<file path="src/rtl/prog_timer_pkg.sv">
// Shared constants and types for the programmable timer.
package timer_pkg;

   localparam int unsigned CLOCK_HZ     = 50_000_000;
   localparam int unsigned PRESCALE_1S  = CLOCK_HZ;
   localparam int unsigned PRESCALE_1MS = CLOCK_HZ / 1000;

   typedef enum logic {
      CNT_UP   = 1'b0,
      CNT_DOWN = 1'b1
   } count_dir_t;

endpackage

</file>
<file path="src/rtl/prog_timer_if.sv">
// Control/status bundle of prog_timer; master is the controlling logic, slave is the timer.
interface prog_timer_if #(
   parameter int unsigned WIDTH = 4
);
   logic             En;
   logic             Load;
   logic [WIDTH-1:0] LoadVal;
   logic [WIDTH-1:0] Limit;
   logic             Down;
   logic             OneShot;
   logic [WIDTH-1:0] Q;
   logic             Tick;
   logic             Tc;
   logic             Done;

   modport master (
      output En, Load, LoadVal, Limit, Down, OneShot,
      input  Q, Tick, Tc, Done
   );

   modport slave (
      input  En, Load, LoadVal, Limit, Down, OneShot,
      output Q, Tick, Tc, Done
   );
endinterface

</file>
<file path="src/rtl/prog_timer_tick_gen.sv">
// Prescaler: counts enabled clocks 0..PRESCALE-1 and strobes Tick on the last one.
module tick_gen #(
   parameter int unsigned PRESCALE = 4
) (
   input  logic Clock,
   input  logic Clr,
   input  logic En,
   input  logic Hold,
   input  logic Restart,
   output logic Tick
);
   localparam int unsigned   PW   = (PRESCALE > 1) ? $clog2(PRESCALE) : 1;
   localparam logic [PW-1:0] PMAX = PW'(PRESCALE - 1);

   logic [PW-1:0] p;

   assign Tick = En && !Hold && (p == PMAX);

   always_ff @(posedge Clock or posedge Clr) begin
      if (Clr)
         p <= '0;
      else if (Restart)
         p <= '0;
      else if (En && !Hold)
         p <= (p == PMAX) ? '0 : p + 1'b1;
   end
endmodule

</file>
<file path="src/rtl/prog_timer.sv">
// Programmable-modulus up/down timer with prescaler, load and terminal-count pulse.
// Optional one-shot mode is compiled in with `define TIMER_ONESHOT_EN.
module prog_timer
   import timer_pkg::*;
#(
   parameter int unsigned WIDTH    = 4,
   parameter int unsigned PRESCALE = PRESCALE_1S
) (
   input logic        Clock,
   input logic        Clr,
   prog_timer_if.slave bus
);
   logic [WIDTH-1:0] q, q_next, load_q;
   logic             tc, term, tick, done, oneshot;
   count_dir_t       dir;

   tick_gen #(.PRESCALE(PRESCALE)) u_tick_gen (
      .Clock   (Clock),
      .Clr     (Clr),
      .En      (bus.En),
      .Hold    (done),
      .Restart (bus.Load),
      .Tick    (tick)
   );

   assign dir    = bus.Down ? CNT_DOWN : CNT_UP;
   assign load_q = (bus.LoadVal > bus.Limit) ? bus.Limit : bus.LoadVal;

   always_comb begin
      q_next = q;
      term   = 1'b0;
      if (dir == CNT_UP) begin
         if (q >= bus.Limit) begin
            term   = 1'b1;
            q_next = oneshot ? bus.Limit : '0;
         end else begin
            q_next = q + 1'b1;
         end
      end else begin
         // A run-time Limit drop below Q snaps Q down without a terminal event.
         if (q == '0) begin
            term   = 1'b1;
            q_next = oneshot ? '0 : bus.Limit;
         end else if (q > bus.Limit) begin
            q_next = bus.Limit;
         end else begin
            q_next = q - 1'b1;
         end
      end
   end

   always_ff @(posedge Clock or posedge Clr) begin
      if (Clr) begin
         q  <= '0;
         tc <= 1'b0;
      end else begin
         tc <= 1'b0;
         if (bus.Load) begin
            q <= load_q;
         end else if (tick) begin
            q  <= q_next;
            tc <= term;
         end
      end
   end

`ifdef TIMER_ONESHOT_EN
   assign oneshot = bus.OneShot;

   always_ff @(posedge Clock or posedge Clr) begin
      if (Clr)
         done <= 1'b0;
      else if (bus.Load)
         done <= 1'b0;
      else if (tick && term && oneshot)
         done <= 1'b1;
   end
`else
   logic unused_oneshot;
   assign unused_oneshot = bus.OneShot;
   assign oneshot        = 1'b0;
   assign done           = 1'b0;
`endif

   assign bus.Q    = q;
   assign bus.Tick = tick;
   assign bus.Tc   = tc;
   assign bus.Done = done;
endmodule
</file>
<file path="src/flat_wrapper.sv">
// flat-port wrapper written by rule: the top's interface ports become plain ports
module prog_timer_flat import timer_pkg::*;
#(
   parameter int unsigned WIDTH    = 4,
   parameter int unsigned PRESCALE = PRESCALE_1S
)
  (Clock, Clr, bus_En, bus_Load, bus_LoadVal, bus_Limit, bus_Down, bus_OneShot, bus_Q, bus_Tick, bus_Tc, bus_Done);
  prog_timer_if #(.WIDTH(WIDTH)) bus_i ();
  input logic Clock;
  input logic Clr;
  input wire logic [$bits(bus_i.En)-1:0] bus_En;
  input wire logic [$bits(bus_i.Load)-1:0] bus_Load;
  input wire logic [$bits(bus_i.LoadVal)-1:0] bus_LoadVal;
  input wire logic [$bits(bus_i.Limit)-1:0] bus_Limit;
  input wire logic [$bits(bus_i.Down)-1:0] bus_Down;
  input wire logic [$bits(bus_i.OneShot)-1:0] bus_OneShot;
  output wire logic [$bits(bus_i.Q)-1:0] bus_Q;
  output wire logic [$bits(bus_i.Tick)-1:0] bus_Tick;
  output wire logic [$bits(bus_i.Tc)-1:0] bus_Tc;
  output wire logic [$bits(bus_i.Done)-1:0] bus_Done;
  assign bus_i.En = bus_En;
  assign bus_i.Load = bus_Load;
  assign bus_i.LoadVal = bus_LoadVal;
  assign bus_i.Limit = bus_Limit;
  assign bus_i.Down = bus_Down;
  assign bus_i.OneShot = bus_OneShot;
  assign bus_Q = bus_i.Q;
  assign bus_Tick = bus_i.Tick;
  assign bus_Tc = bus_i.Tc;
  assign bus_Done = bus_i.Done;
  prog_timer #(.WIDTH(WIDTH), .PRESCALE(PRESCALE)) u_core (.Clock(Clock), .Clr(Clr), .bus(bus_i));
endmodule
</file>
<file path="config.mk">
export PLATFORM = sky130hd
export DESIGN_NAME = prog_timer_flat
export DESIGN_NICKNAME = d
export VERILOG_FILES = /design/src/rtl/prog_timer_pkg.sv /design/src/rtl/prog_timer_if.sv /design/src/rtl/prog_timer_tick_gen.sv /design/src/rtl/prog_timer.sv /design/src/flat_wrapper.sv
export SDC_FILE = /design/constraint.sdc
export NUM_CORES = 1
export LEC_CHECK = 0
export BUFFER_PORTS_ARGS = -buffer_cell sky130_fd_sc_hd__buf_2
export CAP_MARGIN = 30
export CORE_ASPECT_RATIO = 2
export CORE_MARGIN = 2
export CORE_UTILIZATION = 23
export CTS_CLUSTER_SIZE = 25
export DETAILED_ROUTE_END_ITERATION = 7
export MAX_ROUTING_LAYER = met4
export PLACE_DENSITY = 0.5
export SETUP_SLACK_MARGIN = 0.05
export SYNTH_ARGS = -nofsm -noshare
export SYNTH_HDL_FRONTEND = slang
export SYNTH_HIERARCHICAL = 1
export SYNTH_SLANG_ARGS = --single-unit
</file>
<file path="constraint.sdc">
create_clock -name Clock -period 4.46 [get_ports Clock]
set_input_delay 0.892 -clock Clock [delete_from_list [all_inputs] [get_ports Clock]]
set_output_delay 0.892 -clock Clock [all_outputs]
set_load 0.01 [all_outputs]
</file>
==> flow_summary.toml <==
[setup_path]
crit_path_start_kind = "flip-flop"
path_max_fanout = 7
worst_path_most_repeated_cell = "nor2_1"
path_cells = "ha_1, nand3_1, nor2_1, nand4_1, nor2_1, buf_2"
criticalPathCategory = "reg2out"
cp.arrival_ns = 2.41
crit_required_ns = 3.57
crit_path_top_delay_cell = "nor2_1"
end_kind = "output pin"
cpPeakStageDelay_ns = 0.49

[cells_and_area]
fin_cells = 410
area_delta_synth_final_pct = 17.55
nFillCells = 1037
n_antenna_cell = 0
final_cell_area_um2 = 2656
fin_util = 0.2757
drive_above_1_share = 0.1727
fin_nets = 302

[synth]
synth_edf_count = 0
ys_seq_elements = 31
async_flop_share = 1.000
synth_largest_type_area_fraction = 0.3433
synthCells = 255
seq_area_frac_synth = 0.3433
syn_area_um2 = 2260
synthTopCellsByCount = "dfrtp_1, nor2_1, nand2_1"
yosys.area.top_type = "dfrtp_1"
synth_area_leaders = "dfrtp_1, ha_1, xnor2_1, nor2_1, nand2_1"
yosysWarningCount = 6
synth_most_common_cell = "dfrtp_1"
avgSynthCellArea_um2 = 8.861
synth_cell_type_count = 53
ys.flop_type = "dfrtp_1"

[drt]
wirelength_um = 6211
dr_total_vias = 2003
dr.first_iter.drc_count = 58
firstDrtPassIters = 5
ant_nets = 0
post_drt_wl_per_cell_um = 15.15
avgViaCountPerCell = 4.885
drc_errors = 0

[run]
drv_cap = 0

[floorplan]
die_area_um2 = 10680
initial_core_util = 0.2345
die_h_um = 144.2
io-pin-count = 21
core-area_um2 = 9635
rows = 51
die_w_um = 74.09

[power_and_ir_drop]
irDropWorstVdd_mv = 0.1335
powerDensity_nw_per_um2 = 292.1
power_uw = 775.9
p_leak_nw = 1.068

[clock_network]
cts.htree.levels = 2
clk_latency_ns = 0.29
cts_tree = "yes"
cts_setup_buffers = 0
clk_pin_slew_ns = 0.06
cts_resized = 0
root_buffer = "clkbuf_16"
hold_buffers = 0
cts_buffers = 5
clock-sinks = 31
cts_buffer_depth = 2

[sta]
finalWorstSetupSlack_ns = 1.161
layout_min_cycle_time_ns = 3.299
timing.fmax_mhz = 303.1
hold_ws_ns = 0.5145
rsz0062_at_grt = "no"
worst_pin_slew_ns = 0.6714
finalSetupViolations = 0
finClkSkew_ns = 0.006299
setup_tns_ns = 0
hold_violations = 0
slew_headroom = 0.5483
period_share = 0.7398
drv_slew = 0

[grt]
grt-ovfl-total = 0
antenna_found_initial = 0
grt_pass1_vias = 2153
grt_pass1_wl_um = 10470
grt_max_degree = 29
grtUsageTotal = 0.1337

[placed_design]
dp.cells = 402
placed_cell_area_um2 = 2511
place_congestion = 0.8482
port-buffer-count = 18
place_ws_ns = 1.490
place_hpwl_um = 4957

[status]
outcome = "complete, no violations"

[hold_path]
min_path_type = "in2async"
-- critical path, delay by kind of cell (launching register included) --
family,cells,cell delay (ns)
and+or+nand+nor,4,1.22
DFF,1,0.44
adders and majority gates,1,0.24
buffers and inverters,1,0.23
-- routing by layer --
layer,routed length [µm],vias up,GRT usage
met5,0,-,-
met4,234,0,0.07368
met3,177,14,0.02509
met2,3713,38,0.2561
met1,2086,979,0.1156
li1,-,972,-
-- cells by family (layout without fill, tap and decap cells) --
family                     Yosys count  after routing  synth area share
xor gates and xnor gates            20             20           0.07752
DFF                                 31             31            0.3433
and+or+nand+nor                    128            128            0.3184
buffers and inverters               22             43           0.04153
adders and majority gates           11             11           0.06091
AOI/OAI and AO/OA                   39             39            0.1434
muxes                                3              3           0.01329
other                                1              3          0.001660
-- report_power, final --
part	switching, mW	internal (mW)	leakage, nW	total [mW]
combinational	0.0783	0.0559	0.582	0.134
clock	0.133	0.205	0.0658	0.338
sequential	0.0153	0.288	0.421	0.303
-- worst paths after layout --
kind	start	end	slack [ns]	cells after the start
min in group Clock	u_core/u_tick_gen/p[15]$_DFFE_PP0P_	u_core/u_tick_gen/p[15]$_DFFE_PP0P_	0.59	2
setup reg to reg	u_core/u_tick_gen/p[0]$_DFFE_PP0P_	u_core/bus.Q[1]$_DFFE_PP0P_	1.72	9
hold reg to reg	u_core/u_tick_gen/p[15]$_DFFE_PP0P_	u_core/u_tick_gen/p[15]$_DFFE_PP0P_	0.59	2
max in group asynchronous	Clr	u_core/u_tick_gen/p[13]$_DFFE_PP0P_	3.28	3
setup / recovery	u_core/u_tick_gen/p[0]$_DFFE_PP0P_	bus_Tick	1.16	6
hold / removal	Clr	u_core/bus.Q[3]$_DFFE_PP0P_	0.51	2
-- flip-flops by register name, indices dropped and copies added, names as in the netlist --
| signal | flops |
|---|---|
| u_core/u_tick_gen/p | 26 |
| u_core/bus.Q | 4 |
| u_core/bus.Tc | 1 |
-- cell usage in the layout, fill, tap and decap left out, types with 4 or more instances in the layout --
cell	n
nand4_1	9
inv_1	14
o21ai_0	4
buf_2	18
xnor2_1	12
nor4_1	7
clkbuf_16	5
dfrtp_1	31
a31oi_1	4
a21oi_1	8
xor2_1	8
nand2_1	22
or2_2	5
nand3_1	15
nor3_1	13
nand2b_1	4
nor2_1	25
or4_1	5
ha_1	11
-- cell type report --
cell class | count | area [µm²] | share of cell area
repair buffers | 21 | 120.1 | 0.04522
well taps | 132 | 165.2 | 0.06218
flip-flops and latches | 31 | 775.7 | 0.2920
clock inverters | 3 | 20.02 | 0.007536
inverters | 14 | 52.55 | 0.01978
multi-input cells | 204 | 1398 | 0.5261
clock buffers | 5 | 125.1 | 0.04710
No activity file was read; power rests on OpenSTA's default activity.
